**config.mk**
```make
export PLATFORM = sky130hd
export DESIGN_NAME = hazard_ctrl
export DESIGN_NICKNAME = d
export VERILOG_FILES = /design/src/rtl/hazard_ctrl.sv
export SDC_FILE = /design/constraint.sdc
export NUM_CORES = 1
export LEC_CHECK = 0
export BUFFER_PORTS_ARGS = -buffer_cell sky130_fd_sc_hd__buf_2
export CAP_MARGIN = 20
export CORE_AREA = 2 2 74 76
export DETAILED_ROUTE_END_ITERATION = 8
export DIE_AREA = 0 0 76 78
export GPL_ROUTABILITY_DRIVEN = 0
export PLACE_DENSITY = 0.75
export SLEW_MARGIN = 20
export SYNTH_ARGS = -nofsm -noshare
export SYNTH_HDL_FRONTEND = slang
export SYNTH_SLANG_ARGS = --single-unit
```
**constraint.sdc**
```tcl
create_clock -name clk -period 2.24 [get_ports clk]
set_clock_uncertainty 0.2 [all_clocks]
set_input_delay 0 -clock clk [delete_from_list [all_inputs] [get_ports clk]]
set_output_delay 0 -clock clk [all_outputs]
set_load 0.1 [all_outputs]
```
**src/rtl/hazard_ctrl.sv**
```systemverilog
// Pipeline hazard controller: load-use, branch-operand and MDU-busy stall
// detection, redirect flush control, and saturating stall/flush statistics.
module hazard_ctrl #(
  parameter int MULT_LAT = 4,
  parameter int DIV_LAT  = 32
) (
  input  logic        clk,
  input  logic        reset,
  input  logic [4:0]  ID_rs,
  input  logic [4:0]  ID_rt,
  input  logic        ID_uses_rs,
  input  logic        ID_uses_rt,
  input  logic        ID_Branch,
  input  logic        ID_Redirect,
  input  logic        ID_HiLo,
  input  logic        EX_MemRead,
  input  logic        EX_RegWrite,
  input  logic [4:0]  EX_Wr,
  input  logic        MEM_MemRead,
  input  logic [4:0]  MEM_Wr,
  input  logic        EX_MDU_start,
  input  logic        EX_MDU_div,
  output logic        PC_wen,
  output logic        IF_ID_wen,
  output logic        IF_ID_Flush,
  output logic        ID_EX_Flush,
  output logic        mdu_busy,
  output logic [15:0] stall_cnt,
  output logic [15:0] flush_cnt
);

  localparam int MAX_LAT = (DIV_LAT > MULT_LAT) ? DIV_LAT : MULT_LAT;
  localparam int CNT_W   = (MAX_LAT < 1) ? 1 : $clog2(MAX_LAT + 1);
  localparam logic [CNT_W-1:0] MULT_LOAD = CNT_W'(MULT_LAT);
  localparam logic [CNT_W-1:0] DIV_LOAD  = CNT_W'(DIV_LAT);

  typedef enum logic {
    IDLE = 1'b0,
    BUSY = 1'b1
  } mdu_state_t;

  mdu_state_t       state_reg, state_next;
  logic [CNT_W-1:0] count_reg, count_next;
  logic [15:0]      stall_cnt_reg, stall_cnt_next;
  logic [15:0]      flush_cnt_reg, flush_cnt_next;

  // Source operands of the ID instruction, indexed 0 = rs, 1 = rt.
  logic [4:0] src_reg [2];
  logic [1:0] src_use;
  logic [1:0] hit_ex, hit_mem;
  logic       match_ex, match_mem;
  logic       load_use, br_haz, mdu_haz, stall;

  assign src_reg[0] = ID_rs;
  assign src_reg[1] = ID_rt;
  assign src_use    = {ID_uses_rt, ID_uses_rs};

  genvar gi;
  generate
    for (gi = 0; gi < 2; gi++) begin : g_src
      assign hit_ex[gi]  = src_use[gi] && (EX_Wr == src_reg[gi]);
      assign hit_mem[gi] = src_use[gi] && (MEM_Wr == src_reg[gi]);
    end
  endgenerate

  // $0 is hardwired to zero, so a write to it never creates a dependency.
  assign match_ex  = (EX_Wr != 5'd0) && (|hit_ex);
  assign match_mem = (MEM_Wr != 5'd0) && (|hit_mem);

  assign load_use = EX_MemRead && EX_RegWrite && match_ex;
  assign br_haz   = ID_Branch && ((EX_RegWrite && match_ex) ||
                                  (MEM_MemRead && match_mem));
  assign mdu_haz  = mdu_busy && ID_HiLo;
  assign stall    = load_use || br_haz || mdu_haz;

  // A stalled branch has not resolved, so its redirect is not trusted yet.
  always_comb begin
    PC_wen      = 1'b1;
    IF_ID_wen   = 1'b1;
    ID_EX_Flush = 1'b0;
    IF_ID_Flush = ID_Redirect;
    if (stall) begin
      PC_wen      = 1'b0;
      IF_ID_wen   = 1'b0;
      ID_EX_Flush = 1'b1;
      IF_ID_Flush = 1'b0;
    end
  end

  // MDU tracker: a new op reloads the countdown ahead of any decrement.
  always_comb begin
    state_next = state_reg;
    count_next = count_reg;
    if (EX_MDU_start) begin
      count_next = EX_MDU_div ? DIV_LOAD : MULT_LOAD;
      state_next = (count_next != '0) ? BUSY : IDLE;
    end else begin
      case (state_reg)
        BUSY: begin
          count_next = count_reg - 1'b1;
          if (count_next == '0) state_next = IDLE;
        end
        default: begin
          count_next = '0;
          state_next = IDLE;
        end
      endcase
    end
  end

  always_comb begin
    stall_cnt_next = stall_cnt_reg;
    flush_cnt_next = flush_cnt_reg;
    if (stall && (stall_cnt_reg != 16'hFFFF))
      stall_cnt_next = stall_cnt_reg + 16'd1;
    if (IF_ID_Flush && (flush_cnt_reg != 16'hFFFF))
      flush_cnt_next = flush_cnt_reg + 16'd1;
  end

  always_ff @(posedge clk) begin
    if (reset) begin
      state_reg     <= IDLE;
      count_reg     <= '0;
      stall_cnt_reg <= 16'd0;
      flush_cnt_reg <= 16'd0;
    end else begin
      state_reg     <= state_next;
      count_reg     <= count_next;
      stall_cnt_reg <= stall_cnt_next;
      flush_cnt_reg <= flush_cnt_next;
    end
  end

  assign mdu_busy  = (state_reg == BUSY);
  assign stall_cnt = stall_cnt_reg;
  assign flush_cnt = flush_cnt_reg;

endmodule
```
# Word-level counts from Yosys, hierarchy flattened
# Cells that the tools add are included.
# totals
reg_bits	39
input_bits	32
output_inout_bits	37
# op_classes
addsub	3
n_eq_ne	6
mux	10
reduce_logical	23
# ops
op	count
16-bit by 1-bit adder with 16-bit output, second input constant	2
16-bit != test, second input constant	2
5-bit == test	4
6-bit 2-to-1 mux	3
1-bit logical AND	14
5-bit nonzero test	2
1-bit 2-to-1 mux	7
6-bit zero test	1
6-bit nonzero test	1
6-bit by 1-bit subtractor with 6-bit output, second input constant	1
2-bit OR reduction	2
1-bit logical OR	3

# Longest topological paths before layout
# Gate-level depths: netlist of the first run.
# depth
word_depth	11
depth_mapped	8
mapped_depth_nobuf	7

# Least setup slack after synthesis of the first run
# No wires, ideal clock.
# synth_timing
path_kind	register -> register
startpoint	reg flush_cnt_reg[8] (netlist: flush_cnt[8])
endpoint	reg flush_cnt_reg[8] (netlist: flush_cnt[8])
setup_ps	121
t_arrival_ps	2710
required_ps	1919
setup_slack_ps	-791
path_stages_with_launch	8
period_less_slack_ps	3031
cell_sequence	dfxtp_1 and4_1 nand3_1 nor3_1 inv_1 nand4_4 nor3_1 mux2_2
# synth_between
elab_chain_len	2
elab_cells_between_ends	3
# synth_rtl
item	line_no	rtl
start, declared	45	logic [15:0] flush_cnt_reg, flush_cnt_next;
start signal, assigned	130	flush_cnt_reg <= flush_cnt_next;
parallel branches: the longest is 2 deep, another holds 16-bit by 1-bit adder with 16-bit output	n/a	
# Several ways; the timed one is not identified.
# A chain may end at the register's enable or synchronous reset.

# Worst setup path after layout of the first run
# layout_timing
startpoint	reg flush_cnt_reg[9] (netlist: flush_cnt[9])
endpoint	reg flush_cnt_reg[15] (netlist: flush_cnt[15])
# The elaborated chain is that of the path after synthesis.

==> results.yml, run 1 <==
outcome:
  status: "completed"
floorplan:
  rows: 26
  start_util_pct: 44.74
  core_sq_um: 5042
  ioPinCount: 69
  die_area_sq_um: 5928
  die_h_um: 78
  die_w_um: 76
setup_path:
  reg2regPathDepth: 6
  required_ns: 2.21
  critical_path_class: "register to register"
  reg2reg_from: "flush_cnt[9]"
  critPathArrivalTime_ns: 2.04
  regToRegSetupSlack_ns: 0.17
  path_max_fanout: 5
  start_kind: "register"
  critPathCaptureType: "register"
  worstReg2RegEnd: "flush_cnt[15]"
detailed_routing:
  drt_iter0_markers: 65
  ant_nets: 0
  drt-pass1-iter-count: 4
  via_per_inst: 5.188
  routed_wl_um: 5254
  vias: 2179
  drc: 0
  wl_per_cell_um: 12.51
power:
  p_total_w: 0.001468
  peakVddDrop_mv: 0.3168
  p_leak_nw: 1.221
  power.density_nw_per_um2: 491.6
clocking:
  path_clk_slew_ns: 0.07
  numCtsBuffers: 5
  cts-root-buf: "clkbuf_8"
  cts_setup_buffers: 0
  cts_sinks: 39
  clock_latency_ns: 0.29
  cts_tree: "done"
  clock_path_buffers: 2
  htreeDepth: 2
cells_and_area:
  drive_above_1_share_pct: 37.43
  syn2layout_area_growth_pct: 32.33
  finalNetCount: 385
  diodes: 0
timing:
  finalHoldViolations: 0
  holdWs_ns: 0.03396
  relSlewSlack_pct: 61.30
  period_needed_ns: 2.071
  rsz0062_at_grt: "no"
  max_freq_ghz: 0.4829
  setup_violations: 0
  slew_violations: 0
  worst_pin_slew_ns: 0.5805
  post-route-period-util_pct: 92.44
place:
  numPortBuffers: 68
  hpwlAfterDp_um: 3996
flow_run:
  cap_violations: 0
synthesis:
  synth_seq_cells: 39
  post_synth_num_cell_types: 41
  syn_nets: 307
  synth_warnings: 0
  ys.flop_type: "dfxtp_1"
  syn_inst: 271
  yosysTopAreaCell: "dfxtp_1"
  synth_top_area_share_pct: 34.61
  async_reset_ff_share_pct: 0
  yosysMostFrequentCell: "dfxtp_1"
  synth_common_cells: "39 x dfxtp_1, 36 x nor2_1, 30 x xnor2_1, 18 x nand2_1, 16 x nand4_1"
  synth-edff-count: 0
  avgSynthCellArea_sq_um: 8.324
  yosysSeqAreaShare_pct: 34.61
  synthTopCellsByArea: "dfxtp_1 35%, xnor2_1 12%, nor2_1 6.0%"
  netlist_area_sq_um: 2256
grt:
  grt_pass1_wl_um: 9114
  gr-total-overflow: 0
  grt_pass1_vias: 1993
  grt_max_degree: 35
  grtUsageTotal_pct: 18.60
  antenna_found_initial: 0
worst_hold_path:
  whs_endpoint: "stall_cnt[11]"
  holdPathStages: 5
  hold_path.class: "input port to register"
  hold_start: "EX_RegWrite"
==> layer usage <==
layer / wire, um / track usage, % / vias up / share of wire (%)
met5: 0 / 0 / - / 0
met4: 58 / 5.636 / 0 / 1.1
met3: 270 / 3.953 / 6 / 5.1
met2: 2489 / 31.96 / 71 / 47
met1: 2435 / 23.47 / 979 / 46
li1: - / - / 1123 / -
==> worst max path at each step <==
stage	from	endpoint	slack, ns
finish	flush_cnt[9]	flush_cnt[15]	0.17
global route	stall_cnt[6]	stall_cnt[9]	0.005
CTS	stall_cnt[0]	stall_cnt[1]	0.09
detailed placement	MEM_Wr[1]	flush_cnt[2]	-0.03
global placement	MEM_Wr[1]	flush_cnt[6]	-0.005
floorplan	flush_cnt[1]	flush_cnt[8]	-0.04
==> cell type report <==
type / instances / area (sq um)
fillers: 449 / 2057
multi-input cells: 213 / 1406
flip-flops and latches: 39 / 869.6
repair buffers: 80 / 500.5
well taps: 70 / 87.58
clock buffers: 6 / 72.57
inverters: 10 / 41.29
clock inverters: 2 / 7.507
==> cells by family (layout without fill, tap and decap cells) <==
family                     count (synthesis)  after routing  synth area share [%]
AOI/OAI and AO/OA                         39             39                 12.20
xor gates and xnor gates                  38             38                 14.75
adders and majority gates                  4              4                 2.219
buffers and inverters                     19             98                 3.439
DFF                                       39             39                 34.61
muxes                                      8              8                 3.882
and+or+nand+nor                          124            124                 28.90
==> where the power goes <==
group          total (W)  switching (W)  internal [W]
sequential      0.000703      0.0000171      0.000685
clock           0.000443       0.000231      0.000212
combinational   0.000322       0.000204      0.000118
==> critical path: stages, from the launching register on <==
cell     delay, ns
dfxtp_4       0.36
and4_1        0.25
nand3_1       0.16
nor3_2        0.08
or3_1         0.37
nor3_1        0.18
mux2_2        0.35
==> through the flow <==
step	worst slack [ns]	area, sq um	instances	util, %	TNS (ns)
after global routing	0.004556	2985	420	59.21	0
after CTS	0.08704	2982	420	59.13	0
after floorplan	-0.04019	2357	271	-	-0.04019
final	0.1693	2985	420	59.21	0
after detailed placement	-0.02927	2861	408	56.75	-0.09086
after global placement	-0.004544	2861	408	56.75	-0.004544
==> what timing repair did <==
item / in CTS / in global routing
endpoints found under the hold margin: 16 / 0
gates resized for setup: 0 / 1
hold buffers: 4 / 0
setup endpoints to repair: 0 / 6
==> cells in the final DEF (no fill, tap or decap), types with 7 or more instances in the layout <==
| cell | n |
|---|---|
| inv_1 | 9 |
| nand4_1 | 16 |
| buf_4 | 8 |
| nor2_1 | 36 |
| dfxtp_2 | 14 |
| nor2b_1 | 7 |
| dfxtp_4 | 19 |
| a21oi_1 | 12 |
| buf_2 | 64 |
| xor2_1 | 8 |
| nand3_1 | 13 |
| xnor2_1 | 30 |
| nand2_1 | 18 |
Power figures use the tool's default switching activity.
==> run 2: changes to the inputs <==
--- a/config.mk
+++ b/config.mk
@@ -5,7 +5,7 @@
 export SDC_FILE = /design/constraint.sdc
 export NUM_CORES = 1
 export LEC_CHECK = 0
-export BUFFER_PORTS_ARGS = -buffer_cell sky130_fd_sc_hd__buf_2
+export BUFFER_PORTS_ARGS = -buffer_cell sky130_fd_sc_hd__clkbuf_2
 export CAP_MARGIN = 20
 export CORE_AREA = 2 2 74 76
 export DETAILED_ROUTE_END_ITERATION = 8
==> results.yml, run 2 (same netlist as run 1, synthesis figures left out) <==
timing:
  setup_ws_ns: 0.2030
  relSlewSlack_pct: 45.52
  period_needed_ns: 2.037
  holdWs_ns: -0.01262
  setup_violations: 0
  max_freq_ghz: 0.4909
  finalHoldViolations: 2
  rsz0062_at_grt: "no"
  fin_tns_setup_ns: 0
  worst_pin_slew_ns: 0.8172
  slew_violations: 0
  post-route-period-util_pct: 90.94
flow_run:
  cap_violations: 0
outcome:
  violations: "hold timing"
  status: "finished with violations"
grt:
  met3_usage_pct: 5.000
  grt_max_degree: 43
  antenna_found_initial: 0
  grt.busiest_layer: "met2"
  grt_pass1_wl_um: 9059
  use_met2_pct: 31.25
  grt_pass1_vias: 2001
  gr-total-overflow: 0
  grtUsageTotal_pct: 18.66
  use_met1_pct: 23.01
setup_path:
  slowest_delay_ns: 0.36
  reg2reg_from: "flush_cnt[10]"
  crit_chain: "and4_1 > nand3_1 > nor3_2 > or3_1 > nor3_1 > mux2_2"
  worst_path_dominant_cell_family: "simple AND/OR/NAND/NOR gates"
  critPathCaptureType: "register"
  start_kind: "register"
  path_buf_inv: 0
  critical_path_class: "register to register"
  critPathArrivalTime_ns: 2.02
  critPathLaunch: "flush_cnt[10]"
  cpMaxStageDelayCell: "or3_1"
  path_max_fanout: 5
  required_ns: 2.23
floorplan:
  die_area_sq_um: 5928
  ioPinCount: 69
  start_util_pct: 44.74
  die_h_um: 78
  rows: 26
  core_sq_um: 5042
  die_w_um: 76
place:
  place_ws_ns: -0.03618
  placed_cells: 407
  hpwlAfterDp_um: 3855
  numPortBuffers: 68
power:
  peakVddDrop_mv: 0.2727
  p_leak_nw: 1.189
  p_total_w: 0.001473
  power.density_nw_per_um2: 496.0
clocking:
  cts-root-buf: "clkbuf_8"
  clock_path_buffers: 2
  numCtsBuffers: 5
  htreeDepth: 2
  cts_setup_buffers: 0
  cts_sinks: 39
  path_clk_slew_ns: 0.07
  clock_latency_ns: 0.29
  cts_tree: "done"
cells_and_area:
  drive_above_1_share_pct: 37.64
  layout.cells.non_filler: 418
  nFillCells: 459
  finalNetCount: 383
  seqCellArea_sq_um: 869.6
  diodes: 0
  syn2layout_area_growth_pct: 31.67
  multi_input_area_sq_um: 1409
  layout.cells.most_common_list: "64 x clkbuf_2, 35 x nor2_1, 30 x xnor2_1"
  final_common_cell: "clkbuf_2"
  postLayoutCoreUtil_pct: 58.91
detailed_routing:
  vias: 2210
  drt_iter0_markers: 73
  drt-pass1-iter-count: 4
  wl_per_cell_um: 12.29
  ant_nets: 0
  drc: 0
  via_per_inst: 5.287
  routed_wl_um: 5136
worst_hold_path:
  hold_start: "EX_RegWrite"
  hold_path.class: "input port to register"
## run 2: repair_timing
action / CTS / global route
resized for setup: 0 / 2
hold buffers: 3 / 0
endpoints found under the setup margin: 0 / 6
endpoints found under the hold margin: 8 / 0
## run 2: metal layers
metal | up-vias | share of wire (%)
li1 | 1118 | -
met3 | 7 | 6.5
met2 | 71 | 45
met1 | 1014 | 46
met5 | - | 0
met4 | 0 | 1.8
## run 2: tightest hold or removal path: stages
cell and delay [ns]:
clkbuf_2 0.09, o2111ai_2 0.07, a21oi_2 0.12, nand4_1 0.11, a21oi_1 0.06
## run 2: path summary, 6_finish.rpt
path / end / slack [ns] / depth (start not counted)
max: flush_cnt[15] / 0.20 / 6
min: stall_cnt[15] / -0.01 / 5
max reg2reg: flush_cnt[15] / 0.20 / 6
min reg2reg: flush_cnt[14] / 0.29 / 2
## run 2: stage by stage
step                cell area [sq um]  hold WS, ns
floorplan                        2357     -0.08386
global placement                 2854      0.04928
detailed placement               2854      0.05526
CTS                              2964      0.09561
global route                     2970      0.03464
finish                           2970     -0.01262
## run 2: final cells by class
class	instances	area share [%]
Multi-Input combinational cell	213	47.43
Timing Repair Buffer	78	16.26
Clock inverter	2	0.2527
Clock buffer	6	2.443
Inverter	10	1.390
Sequential cell	39	29.28
Tap cell	70	2.949
## run 2: where the power goes
part / internal [W] / total, W / switching (W)
Combinational: 0.000115 / 0.000317 / 0.000202
Sequential: 0.000685 / 0.000703 / 0.0000172
Clock: 0.000212 / 0.000454 / 0.000241
==> run 3: changes to the inputs <==
--- a/config.mk
+++ b/config.mk
@@ -7,11 +7,11 @@
 export LEC_CHECK = 0
 export BUFFER_PORTS_ARGS = -buffer_cell sky130_fd_sc_hd__clkbuf_2
 export CAP_MARGIN = 20
-export CORE_AREA = 2 2 74 76
+export CORE_AREA = 2 2 68 70
 export DETAILED_ROUTE_END_ITERATION = 8
-export DIE_AREA = 0 0 76 78
+export DIE_AREA = 0 0 70 72
 export GPL_ROUTABILITY_DRIVEN = 0
-export PLACE_DENSITY = 0.75
+export PLACE_DENSITY = 0.84
 export SLEW_MARGIN = 20
 export SYNTH_ARGS = -nofsm -noshare
 export SYNTH_HDL_FRONTEND = slang
==> constraint.sdc (replaced) <==
create_clock -name clk -period 2.6 [get_ports clk]
set_clock_uncertainty 0.2 [all_clocks]
set_input_delay 0 -clock clk [delete_from_list [all_inputs] [get_ports clk]]
set_output_delay 0 -clock clk [all_outputs]
set_load 0.1 [all_outputs]
==> results.yml, run 3 (same netlist as run 1, synthesis figures left out) <==
setup_path:
  critPathLaunch: "stall_cnt[4]"
  reg2reg_from: "stall_cnt[4]"
  critPathCapture: "stall_cnt[9]"
  path_buf_inv: 0
  slowest_delay_ns: 0.39
  critical_path_class: "register to register"
  regToRegSetupSlack_ns: 0.36
  path_common_cell: "nand4_1"
  critPathArrivalTime_ns: 2.22
  cpMaxStageDelayCell: "dfxtp_2"
  worst_path_dominant_cell_family: "simple AND/OR/NAND/NOR gates"
  crit_cells: 7
  critPathCaptureType: "register"
  path_max_fanout: 11
  required_ns: 2.57
  reg2regPathDepth: 7
  start_kind: "register"
  crit_chain: "nand4_1 > nor2_1 > nand4_1 > nor2_1 > a21oi_1 > nand4_1 > mux2_2"
  worstReg2RegEnd: "stall_cnt[9]"
cells_and_area:
  nFillCells: 369
  layout.cells.most_common_list: "66 x clkbuf_2, 36 x nor2_1, 30 x xnor2_1"
  syn2layout_area_growth_pct: 24.02
  finalNetCount: 379
  final_common_cell: "clkbuf_2"
  diodes: 0
  finalInstanceArea_sq_um: 2798
  layout.cells.non_filler: 395
  postLayoutCoreUtil_pct: 65.61
  drive_above_1_share_pct: 34.40
place:
  hpwlAfterDp_um: 4029
  place_ws_ns: 0.2605
  placed_cells: 386
  numPortBuffers: 68
  postPlaceCellArea_sq_um: 2690
timing:
  setup_violations: 0
  relSlewSlack_pct: 41.51
  setup_ws_ns: 0.3567
  post-route-period-util_pct: 86.28
  holdWs_ns: 0.01893
  period_needed_ns: 2.243
  finalHoldViolations: 0
  rsz0062_at_grt: "no"
  worst_pin_slew_ns: 0.8773
  slew_violations: 0
  max_freq_ghz: 0.4458
clocking:
  path_clk_slew_ns: 0.08
  htreeDepth: 2
  cts-root-buf: "clkbuf_8"
  clock_latency_ns: 0.29
  cts_tree: "done"
  numCtsBuffers: 5
  cts_sinks: 39
  clock_path_buffers: 2
  cts_hold_buf: 2
  cts.repair.resized: 0
  cts_setup_buffers: 0
detailed_routing:
  drt_iter0_markers: 112
  vias: 2184
  ant_nets: 0
  wl_per_cell_um: 13.47
  drc: 0
  drt-pass1-iter-count: 4
  routed_wl_um: 5319
  via_per_inst: 5.529
floorplan:
  die_w_um: 70
  start_util_pct: 52.90
  rows: 24
  die_area_sq_um: 5040
  ioPinCount: 69
  die_h_um: 72
  core_sq_um: 4264
grt:
  antenna_found_initial: 0
  grt_max_degree: 43
  use_met2_pct: 39.58
  gr-total-overflow: 0
  grt.busiest_layer: "met2"
  grtUsageTotal_pct: 22.72
  grt_pass1_vias: 2198
  grt_pass1_wl_um: 9501
  met3_usage_pct: 3.889
  use_met1_pct: 27.79
power:
  p_comb_share_pct: 19.8
  power.density_nw_per_um2: 461.3
  p_seq_share_pct: 48.3
  p_int_w: 0.0008987
  peakVddDrop_mv: 0.3110
  p_leak_nw: 1.144
  swShare_pct: 30.37
  power.switching_w: 0.0003919
  p_clk_share_pct: 31.9
worst_hold_path:
  hold_start: "ID_Redirect"
  hold_path.class: "input port to register"
flow_run:
  cap_violations: 0
outcome:
  status: "completed"
run 3: power by group through the flow:
stage | registers [W] | clock network (W) | logic, W
after global routing | 0.000626 | 0.000438 | 0.000275
after detailed placement | 0.000637 | 0 | 0.000253
after floorplan | 0.000684 | 0 | 0.000135
after global placement | 0.000637 | 0 | 0.000249
after CTS | 0.000623 | 0.000424 | 0.000256
final | 0.000623 | 0.000411 | 0.000256
run 3: per-layer routing:
metal / up-vias / routed length [um]
met4: 0 / 109
met5: - / 0
met2: 56 / 2636
met1: 1010 / 2320
li1: 1106 / -
met3: 12 / 252
run 3: worst min path at each step:
stage | depth (start not counted) | slack, ns | end
after floorplan | 2 | -0.08 | mdu_busy
after global placement | 3 | 0.05 | mdu_busy
after detailed placement | 3 | 0.06 | mdu_busy
after CTS | 4 | 0.009 | flush_cnt[6]
after global routing | 4 | 0.03 | flush_cnt[6]
final | 4 | 0.02 | flush_cnt[0]
run 3: worst min-delay path, delay by kind of cell:
family	cells	cell delay [ns]
AND/OR/NAND/NOR	2	0.22
buffers and inverters	1	0.17
XOR/XNOR	1	0.08
run 3: layout make-up:
cell class,instances,area [sq um],area share (%)
clock buffer,6,82.58,2.952
clock inverter,1,5.005,0.1789
inverter,10,41.29,1.476
multi-input combinational,213,1398,49.96
sequential,39,810.8,28.98
tap,52,65.06,2.326
timing repair buffer,74,395.4,14.13
run 3: through the flow:
stage	TNS, ns	total power, W
floorplan	-0.04442	0.0008193
global placement	0	0.0008856
detailed placement	0	0.0008901
CTS	0	0.001303
global route	0	0.001339
finish	0	0.001291
